[src/rtl/mem_port_arbiter.sv]
// Shares one single-port memory between the instruction-fetch and load/store ports.
// Data has priority; a streak counter bounds fetch starvation; a timeout turns a lost read into an error.
module mem_port_arbiter #(
    parameter int unsigned MAX_DATA_STREAK = 4,
    parameter int unsigned TIMEOUT_CYCLES  = 64,
    parameter logic [31:0] ERR_DATA        = 32'h0000_0013
) (
    input  logic        clk,
    input  logic        rst_n,

    input  logic        i_req,
    input  logic [31:0] i_addr,
    output logic        i_gnt,
    output logic        i_rvalid,
    output logic [31:0] i_rdata,

    input  logic        d_req,
    input  logic        d_we,
    input  logic [31:0] d_addr,
    input  logic [31:0] d_wdata,
    output logic        d_gnt,
    output logic        d_rvalid,
    output logic [31:0] d_rdata,

    output logic        err,

    output logic        mem_req,
    output logic        mem_we,
    output logic [31:0] mem_addr,
    output logic [31:0] mem_wdata,
    input  logic        mem_ready,
    input  logic        mem_rvalid,
    input  logic [31:0] mem_rdata,

    output logic        busy
);

    localparam int unsigned TCW = $clog2(TIMEOUT_CYCLES);

    typedef enum logic [1:0] {
        IDLE,
        ISSUE,
        WAIT_R
    } state_t;

    state_t          r_state;
    state_t          w_next_state;

    logic [31:0]     r_addr;
    logic [31:0]     r_wdata;
    logic            r_we;
    logic            r_src_data;
    logic [3:0]      r_streak;
    logic [TCW-1:0]  r_tcnt;

    logic            r_i_rvalid;
    logic [31:0]     r_i_rdata;
    logic            r_d_rvalid;
    logic [31:0]     r_d_rdata;
    logic            r_err;

    logic            w_fetch_win;
    logic            w_data_win;
    logic            w_timeout;

    // Fetch wins when alone, or when data has used up its streak allowance.
    assign w_fetch_win = i_req && (!d_req || (r_streak == 4'(MAX_DATA_STREAK)));
    assign w_data_win  = d_req && !w_fetch_win;
    assign w_timeout   = (r_tcnt == TCW'(TIMEOUT_CYCLES - 1));

    always_ff @(posedge clk) begin
        if (!rst_n) begin
            r_state <= IDLE;
        end else begin
            r_state <= w_next_state;
        end
    end

    always_comb begin
        w_next_state = r_state;
        i_gnt        = 1'b0;
        d_gnt        = 1'b0;
        mem_req      = 1'b0;
        busy         = 1'b1;
        case (r_state)
            IDLE: begin
                busy  = 1'b0;
                i_gnt = rst_n && w_fetch_win;
                d_gnt = rst_n && w_data_win;
                if (w_fetch_win || w_data_win) begin
                    w_next_state = ISSUE;
                end
            end
            ISSUE: begin
                mem_req = 1'b1;
                if (mem_ready) begin
                    w_next_state = r_we ? IDLE : WAIT_R;
                end
            end
            WAIT_R: begin
                if (mem_rvalid || w_timeout) begin
                    w_next_state = IDLE;
                end
            end
            default: begin
                w_next_state = IDLE;
            end
        endcase
    end

    always_ff @(posedge clk) begin
        if (!rst_n) begin
            r_addr     <= '0;
            r_wdata    <= '0;
            r_we       <= 1'b0;
            r_src_data <= 1'b0;
            r_streak   <= '0;
            r_tcnt     <= '0;
            r_i_rvalid <= 1'b0;
            r_i_rdata  <= '0;
            r_d_rvalid <= 1'b0;
            r_d_rdata  <= '0;
            r_err      <= 1'b0;
        end else begin
            r_i_rvalid <= 1'b0;
            r_d_rvalid <= 1'b0;
            r_err      <= 1'b0;
            case (r_state)
                IDLE: begin
                    if (w_fetch_win) begin
                        r_addr     <= i_addr;
                        r_wdata    <= '0;
                        r_we       <= 1'b0;
                        r_src_data <= 1'b0;
                        r_streak   <= '0;
                    end else if (w_data_win) begin
                        r_addr     <= d_addr;
                        r_wdata    <= d_wdata;
                        r_we       <= d_we;
                        r_src_data <= 1'b1;
                        if (!i_req) begin
                            r_streak <= '0;
                        end else if (r_streak != 4'(MAX_DATA_STREAK)) begin
                            r_streak <= r_streak + 4'd1;
                        end
                    end
                end
                ISSUE: begin
                    if (mem_ready) begin
                        if (r_we) begin
                            r_d_rvalid <= 1'b1;
                            r_d_rdata  <= '0;
                        end else begin
                            r_tcnt <= '0;
                        end
                    end
                end
                WAIT_R: begin
                    if (mem_rvalid || w_timeout) begin
                        if (r_src_data) begin
                            r_d_rvalid <= 1'b1;
                            r_d_rdata  <= mem_rvalid ? mem_rdata : ERR_DATA;
                        end else begin
                            r_i_rvalid <= 1'b1;
                            r_i_rdata  <= mem_rvalid ? mem_rdata : ERR_DATA;
                        end
                        r_err <= !mem_rvalid;
                    end else begin
                        r_tcnt <= r_tcnt + 1'b1;
                    end
                end
                default: begin
                end
            endcase
        end
    end

    assign i_rvalid  = r_i_rvalid;
    assign i_rdata   = r_i_rdata;
    assign d_rvalid  = r_d_rvalid;
    assign d_rdata   = r_d_rdata;
    assign err       = r_err;
    assign mem_we    = (r_state == ISSUE) && r_we;
    assign mem_addr  = r_addr;
    assign mem_wdata = r_wdata;

endmodule

[config.mk]
export PLATFORM = sky130hd
export DESIGN_NAME = mem_port_arbiter
export DESIGN_NICKNAME = d
export VERILOG_FILES = /design/src/rtl/mem_port_arbiter.sv
export SDC_FILE = /design/constraint.sdc
export NUM_CORES = 1
export LEC_CHECK = 0
export ABC_AREA = 1
export CAP_MARGIN = 20
export CORE_UTILIZATION = 30
export CTS_CLUSTER_DIAMETER = 60
export DETAILED_ROUTE_END_ITERATION = 16
export HOLD_SLACK_MARGIN = 0.05
export PLACE_DENSITY_LB_ADDON = 0.05
export SYNTH_ARGS = -nofsm -noshare
export SYNTH_HDL_FRONTEND = slang
export SYNTH_SLANG_ARGS = --single-unit
[constraint.sdc]
create_clock -name clk -period 4.9 [get_ports clk]
set_clock_uncertainty 0.15 [all_clocks]
set_input_delay 0.49 -clock clk [delete_from_list [all_inputs] [get_ports clk]]
set_output_delay 0.49 -clock clk [all_outputs]
set_load 0.01 [all_outputs]
After elaboration in Yosys (flattened, before gate mapping). Cells that the tools add are included.

Bitwise logic cells: 1. Mux-type cells: 37. Reduce and logical (&&, ||, !) cells: 21. Equality and inequality tests: 13. Add/subtract/negate cells: 2.

Operators by type and width (number): two-way mux 32 bit (9); case mux 32 bit (2 select lines) (1); two-way mux 6 bit (3); two-way mux 4 bit (4); inequality test 2 bit, second input constant (7); two-way mux 1 bit (13); case mux 6 bit (2 select lines) (1); AND reduction 3 bit (4); two-way mux 2 bit (4); adder 6 x 1 -> 6 bit, second input constant (1); == test 6 bit, second input constant (1); case mux 2 bit (3 select lines) (1); logical AND 1 bit (5); AND reduction 5 bit (1); adder 4 x 1 -> 4 bit, second input constant (1); == test 4 x 3 -> 1 bit, second input constant (1); inequality test 4 x 3 -> 1 bit, second input constant (1); AND reduction 4 bit (1); nonzero test 2 bit (2); zero test 1 bit (3); logical OR 1 bit (3); inequality test 3 x 1 -> 1 bit, second input constant (1); == test 2 x 1 -> 1 bit, second input constant (1); == test 2 bit, second input constant (1); 4 further kinds (4).

Input port bits: 135. Bits in registers: 145. Logic and storage cells: 86. Output and inout bits: 136.

Longest topological paths before layout. Gate-level depths: netlist of the first run.

Depth after elaboration: 8. Mapped depth: 11. Gate-level depth less buffers: 10.

Worst setup path before layout of the first run. OpenSTA, ideal clock, no wires.

Path type: reg-to-output. Start: register r_streak[0]. End: output port d_gnt. Path buffers: 1. Slack: 2.846 ns. Data arrival time: 1.414 ns. Stages on the path, launching flop included: 9. Data required time: 4.260 ns. Path through: dfxtp_1 -> inv_1 -> ha_1 -> nand3_1 -> nand2_1 -> nand2_2 -> inv_2 -> buf_2 -> nor4_1.

Longest elaborated chain between the ends: 7.

Ends and longest elaborated chain: from (decl) (line 53) `logic [3:0] r_streak;`; from (signal assigned) (line 144) `r_streak <= r_streak + 4'd1;`; == test 4 x 3 -> 1 bit (line 67) `assign w_fetch_win = i_req && (!d_req || (r_streak == 4'(MAX_DATA_STREAK)));`; logical OR 1 bit (line 67); logical AND 1 bit (line 67); zero test 1 bit (line 68) `assign w_data_win = d_req && !w_fetch_win;`; logical AND 1 bit (line 68); logical AND 1 bit (line 89) `d_gnt = rst_n && w_data_win;`; two-way mux 1 bit (line 85) `case (r_state)`; to (decl) (line 21) `output logic d_gnt,`.

Every way passes these cells.

Worst setup path in the final report of the first run. Ends and elaborated chain as after synthesis.

==> flow_summary.ini, run 1 <==
[run_status]
status = complete, no violations

[yosys]
synth_area_sq_um = 6160
synth_cell_types = 28
async_reset_ff_frac = 0
synth_area_leaders = dfxtp_1, nand2_1, nor2_1
synth-seq-cells = 145
synth_top_area_share = 0.471
yosysTopAreaCell = dfxtp_1
ys_warn_count = 0
syn-num-nets = 1042
synth.most_common_cell = nand2_1
yosysSeqAreaShare = 0.471
yosys-top-cells-count = nand2_1, nor2_1, dfxtp_1
synth_edf_count = 0
synthCells = 901
ys.flop_type = dfxtp_1
synth.avg_cell_area_sq_um = 6.84

[cells_and_area]
syn_to_final_growth_pct = 56.1
finalNetCount = 1288
fin_area_sq_um = 9620
drive_gt1_frac = 0.0483
fillCellCount = 2130

[placed_design]
dp_hpwl_microns = 12800
io_buffers = 270
place_congestion = 0.756
place_area_sq_um = 9000

[timing]
tightest_slew_ns = 0.855
fmax_mhz = 267
slew_viol_final = 0
hold_viol = 0
hold-worst-slack_ns = 0.311
fin_tns_setup_ns = 0
rsz0062_at_grt = no
final-setup-viol-count = 0
min_period_ns = 3.75
fin_crit_sh = 0.766
slew_headroom = 0.430

[clock_tree]
post_cts_buffers = 0
holdBufCountCts = 0
cts_htree_levels = 4
cts_made_buffers = 17
insertion_delay_ns = 0.42
clock-sinks = 145
path_clk_slew_ns = 0.07
cts_resized = 0
cts_tree = built
clock_path_buffers = 2
cts-root-buf = clkbuf_16

[detailed_routing]
routed_wl_microns = 19200
wl_per_cell_microns = 13.4
dr.first_iter.drc_count = 214
vias = 6137
drcViolationCount = 0
final_antenna_net_count = 0
via_per_inst = 4.29
drt_first_pass_iters = 5

[setup_path]
cpPeakStageDelay_ns = 0.59
crit_arrival_ns = 3.11
path_cells = inv_1 > ha_1 > nand3_1 > nand2_1 > nand2_2 > inv_2 > nor4_1 > clkdlybuf4s50_1
start_kind = flip-flop
crit_slowest_cell = clkdlybuf4s50_1
ff2ff_path_depth = 9
crit_fanout = 35
endpoint_kind = primary output
required_ns = 4.26
path_class = flip-flop to primary output

[grt]
gr-total-overflow = 0
grt_use_total = 0.182
grt_pass1_vias = 5901
grt_start_max_net_pins = 76
grt_pass1_wl_microns = 30400
antenna_found_initial = 1

[die]
die_x_microns = 145
initial_core_util = 0.306
dieArea_sq_um = 21100
core-area_sq_um = 20200
io_pins = 271
die_h_microns = 145
rows = 52

[worst_hold_path]
hp-class = flip-flop to flip-flop
holdPathStages = 2

[power]
pwr_density_cell_nw_per_um2 = 474
p_leak_uw = 0.00409
peakVddDrop_mv = 0.286

[flow_run]
drv_cap = 0
per-stage QoR:
stage / cells / power [uW] / setup slack, ns / util
floorplan: 901 / 2480 / 2.85 / -
global placement: 1398 / 3230 / 1.34 / 0.446
detailed placement: 1398 / 3230 / 1.31 / 0.446
CTS: 1430 / 4620 / 1.06 / 0.477
global route: 1431 / 4860 / 0.886 / 0.477
finish: 1431 / 4560 / 1.15 / 0.477
cells by family (layout without fill, tap and decap cells):
group,count (synthesis),after routing,share of synthesized area
and+or+nand+nor,489,489,0.319
DFF,145,145,0.471
buffers and inverters,141,400,0.0976
AOI/OAI and AO/OA,117,117,0.0962
adders and majority gates,6,6,0.0122
xor gates and xnor gates,3,3,0.00426
other,0,1,0
cell usage in the layout (no fill, tap or decap):
cell | netlist | routed
inv_1 | 87 | 87
clkinv_4 | 1 | 3
inv_4 | 0 | 1
clkbuf_8 | 0 | 1
a21oi_4 | 0 | 1
ha_1 | 6 | 6
nand2_1 | 260 | 260
nand2_2 | 5 | 5
inv_6 | 0 | 5
o211ai_1 | 1 | 1
nand4_1 | 3 | 3
clkbuf_16 | 0 | 17
clkdlybuf4s50_1 | 0 | 269
nand3_1 | 49 | 49
clkinvlp_4 | 0 | 3
nand2_4 | 1 | 1
clkbuf_1 | 23 | 1
buf_4 | 4 | 6
nor2_4 | 3 | 3
inv_2 | 4 | 3
a21oi_1 | 83 | 83
dfxtp_1 | 145 | 145
xor2_1 | 3 | 3
bufinv_16 | 0 | 3
diode_2 | 0 | 1
o21ai_1 | 20 | 20
nand3_2 | 1 | 1
or2_2 | 2 | 2
nor3_1 | 1 | 1
buf_2 | 18 | 1
nor4_1 | 1 | 1
a31oi_1 | 1 | 1
o21ai_0 | 11 | 11
nand3b_1 | 1 | 1
nor2_1 | 162 | 162
flip-flops by register name, indices dropped and copies added, names as in the netlist:
signal / flops
i_rdata: 32
d_rdata: 32
r_we: 1
r_streak: 4
r_tcnt: 6
r_state: 2
mem_addr: 32
d_rvalid: 1
mem_wdata: 32
r_src_data: 1
i_rvalid: 1
err: 1
final timing paths:
check	start	end	slack [ns]
max	r_streak[0]	d_gnt	1.15
min	i_rdata[10]	i_rdata[10]	0.31
max reg2reg	r_streak[0]	mem_wdata[30]	1.85
min reg2reg	i_rdata[10]	i_rdata[10]	0.31
layer usage:
layer,part of all wire,wire length (microns),GRT usage,up-vias
met1,0.45,8550,0.217,2656
met4,0.013,252,0.0632,0
met3,0.094,1810,0.0796,20
li1,-,-,-,3265
met2,0.45,8550,0.293,196
met5,0,0,0,-
report_power, final:
| part | total (uW) | switching (uW) | internal (uW) |
|---|---|---|---|
| sequential | 1560 | 125 | 1430 |
| clock | 1380 | 550 | 825 |
| combinational | 1630 | 868 | 759 |
worst max-delay path, delay by kind of cell (launching register included):
family | cells | cell delay (ns)
buf+inv | 3 | 1.13
simple gates | 4 | 1.00
fa+ha+maj | 1 | 0.19
flops | 1 | 0.36
final cells by class:
cell class	instances	area [sq um]	share of cell area
inverters	92	353	0.0367
clock buffers	19	443	0.0460
flip-flops and latches	145	2900	0.302
repair buffers	276	2740	0.285
well taps	270	338	0.0351
diodes	1	2.50	0.000260
clock inverters	13	174	0.0181
multi-input cells	615	2670	0.277
Power figures use the tool's default switching activity.
==> run 2: changes to the inputs <==
clock period = 3.5 ns   (was 4.9 ns; I/O delays follow)
==> run 2 against run 1 <==
  * Critical path type unchanged
  * Register-to-register slack worse by 0.67 ns
  * Flip-flop and latch count unchanged
  * Sequential power up 40%
  * Combinational power up 40%
  * Clock-buffer cell count down 1
==> flow_summary.ini, run 2 (same netlist as run 1, synthesis figures left out) <==
[clock_tree]
cts_tree = built
clock-sinks = 145
holdBufCountCts = 0
cts-root-buf = clkbuf_16
clock_path_buffers = 2
cts_htree_levels = 4
path_clk_slew_ns = 0.07
cts_made_buffers = 17
post_cts_buffers = 0
cts_resized = 0
insertion_delay_ns = 0.42

[setup_path]
ff2ff_path_depth = 7
required_ns = 3.00
path_cells = inv_1 > ha_1 > nand3_1 > nand2_1 > nand2_2 > inv_2 > nor4_1 > clkdlybuf4s50_1
crit_arrival_ns = 2.14
r2r-start = r_state[0]
crit_fanout = 4
endpoint_kind = primary output
ff2ff_setup_slack_ns = 1.18
cpPeakStageDelay_ns = 0.59
path_class = flip-flop to primary output
rr_endpoint = d_rdata[7]
crit_slowest_cell = clkdlybuf4s50_1
cp_num_buf_inv = 3
start_kind = flip-flop
critPathTopFamily = buffers and inverters

[worst_hold_path]
holdPathStages = 3
hold_end = i_rdata[14]
hp-class = input port to flip-flop
holdCritStartpoint = rst_n

[die]
initial_core_util = 0.306
rows = 52
die_h_microns = 145
die_x_microns = 145
io_pins = 271
dieArea_sq_um = 21100
core-area_sq_um = 20200

[grt]
grt_pass1_wl_microns = 31200
grt_start_max_net_pins = 67
antenna_found_initial = 0
grt_pass1_vias = 5987
grt_use_total = 0.186
gr-total-overflow = 0

[detailed_routing]
via_per_inst = 4.29
drcViolationCount = 0
dr.first_iter.drc_count = 247
final_antenna_net_count = 0
drt_first_pass_iters = 4
vias = 6146
routed_wl_microns = 19100
wl_per_cell_microns = 13.3

[cells_and_area]
fillCellCount = 2094
antennaDiodeCount = 0
drive_gt1_frac = 0.0516
finalNetCount = 1291
utilization = 0.477
fin_area_sq_um = 9610
layout_common_cells = clkdlybuf4s50_1, nand2_1, nor2_1
final_common_cell = clkdlybuf4s50_1
final_cells = 1433
syn_to_final_growth_pct = 55.9

[power]
pwr_density_cell_nw_per_um2 = 653
peakVddDrop_mv = 0.447
p_leak_uw = 0.00410

[timing]
slew_viol_final = 0
min_period_ns = 2.64
fmax_mhz = 379
fin_tns_setup_ns = 0
slew_headroom = 0.477
hold_viol = 0
final-setup-viol-count = 0
fin_crit_sh = 0.754
tightest_slew_ns = 0.783
layout_setup_ws_ns = 0.861
rsz0062_at_grt = no

[placed_design]
dp_hpwl_microns = 12800
io_buffers = 270
place_area_sq_um = 9030
dpl_worst_slack_ns = 1.04
dp_cells = 1401
place_congestion = 0.730

[flow_run]
drv_cap = 0

[run_status]
status = complete, no violations
[run 2: cell count changes in the layout (fill, tap and decap cells not counted), sizes merged]
| cell | previous run | this run |
|---|---|---|
| bufinv | 3 | 1 |
| clkinv | 3 | 6 |
| inv | 96 | 97 |
| diode | 1 | 0 |
| buf | 7 | 10 |
| clkbuf | 19 | 18 |
| clkinvlp | 3 | 2 |
[run 2: per-layer routing]
layer | vias up | routed length (microns) | global-route usage
met5 | - | 0 | 0
met3 | 15 | 1720 | 0.0799
met1 | 2672 | 8780 | 0.230
li1 | 3278 | - | -
met2 | 181 | 8400 | 0.291
met4 | 0 | 213 | 0.0563
[run 2: worst min-delay path: stages]
cell	delay, ns
buf_2	0.11
inv_4	0.17
a21oi_1	0.17
[run 2: final cells by class]
type                            instances  area, sq um  share of cell area
Inverter                               92          353              0.0367
Clock buffer                           18          439              0.0457
Clock inverter                         14          148              0.0154
Multi-Input combinational cell        615         2670               0.277
Timing Repair Buffer                  279         2770               0.288
Tap cell                              270          338              0.0351
Sequential cell                       145         2900               0.302
[run 2: stage by stage]
stage / hold WS, ns / total power, uW
detailed placement: 0.304 / 4530
global route: 0.317 / 6710
CTS: 0.275 / 6370
floorplan: 0.294 / 3470
finish: 0.276 / 6280
global placement: 0.299 / 4530
[run 2: how the worst max path moves through the flow]
| stage | from | end | depth (start not counted) |
|---|---|---|---|
| 6_report | r_streak[0] | d_gnt | 8 |
| 5_1_grt | r_streak[0] | d_gnt | 8 |
| 4_1_cts | r_streak[0] | d_gnt | 8 |
| 3_5_place_dp | i_req | r_streak[3] | 8 |
| 3_3_place_gp | i_req | r_streak[1] | 8 |
| 2_1_floorplan | r_streak[0] | d_gnt | 8 |
[run 2: power by group]
| part | internal, uW | leakage [uW] | switching, uW |
|---|---|---|---|
| sequential | 2000 | 0.00119 | 174 |
| clock | 1020 | 0.000285 | 788 |
| combinational | 1070 | 0.00263 | 1220 |
| total | 4100 | 0.00410 | 2180 |
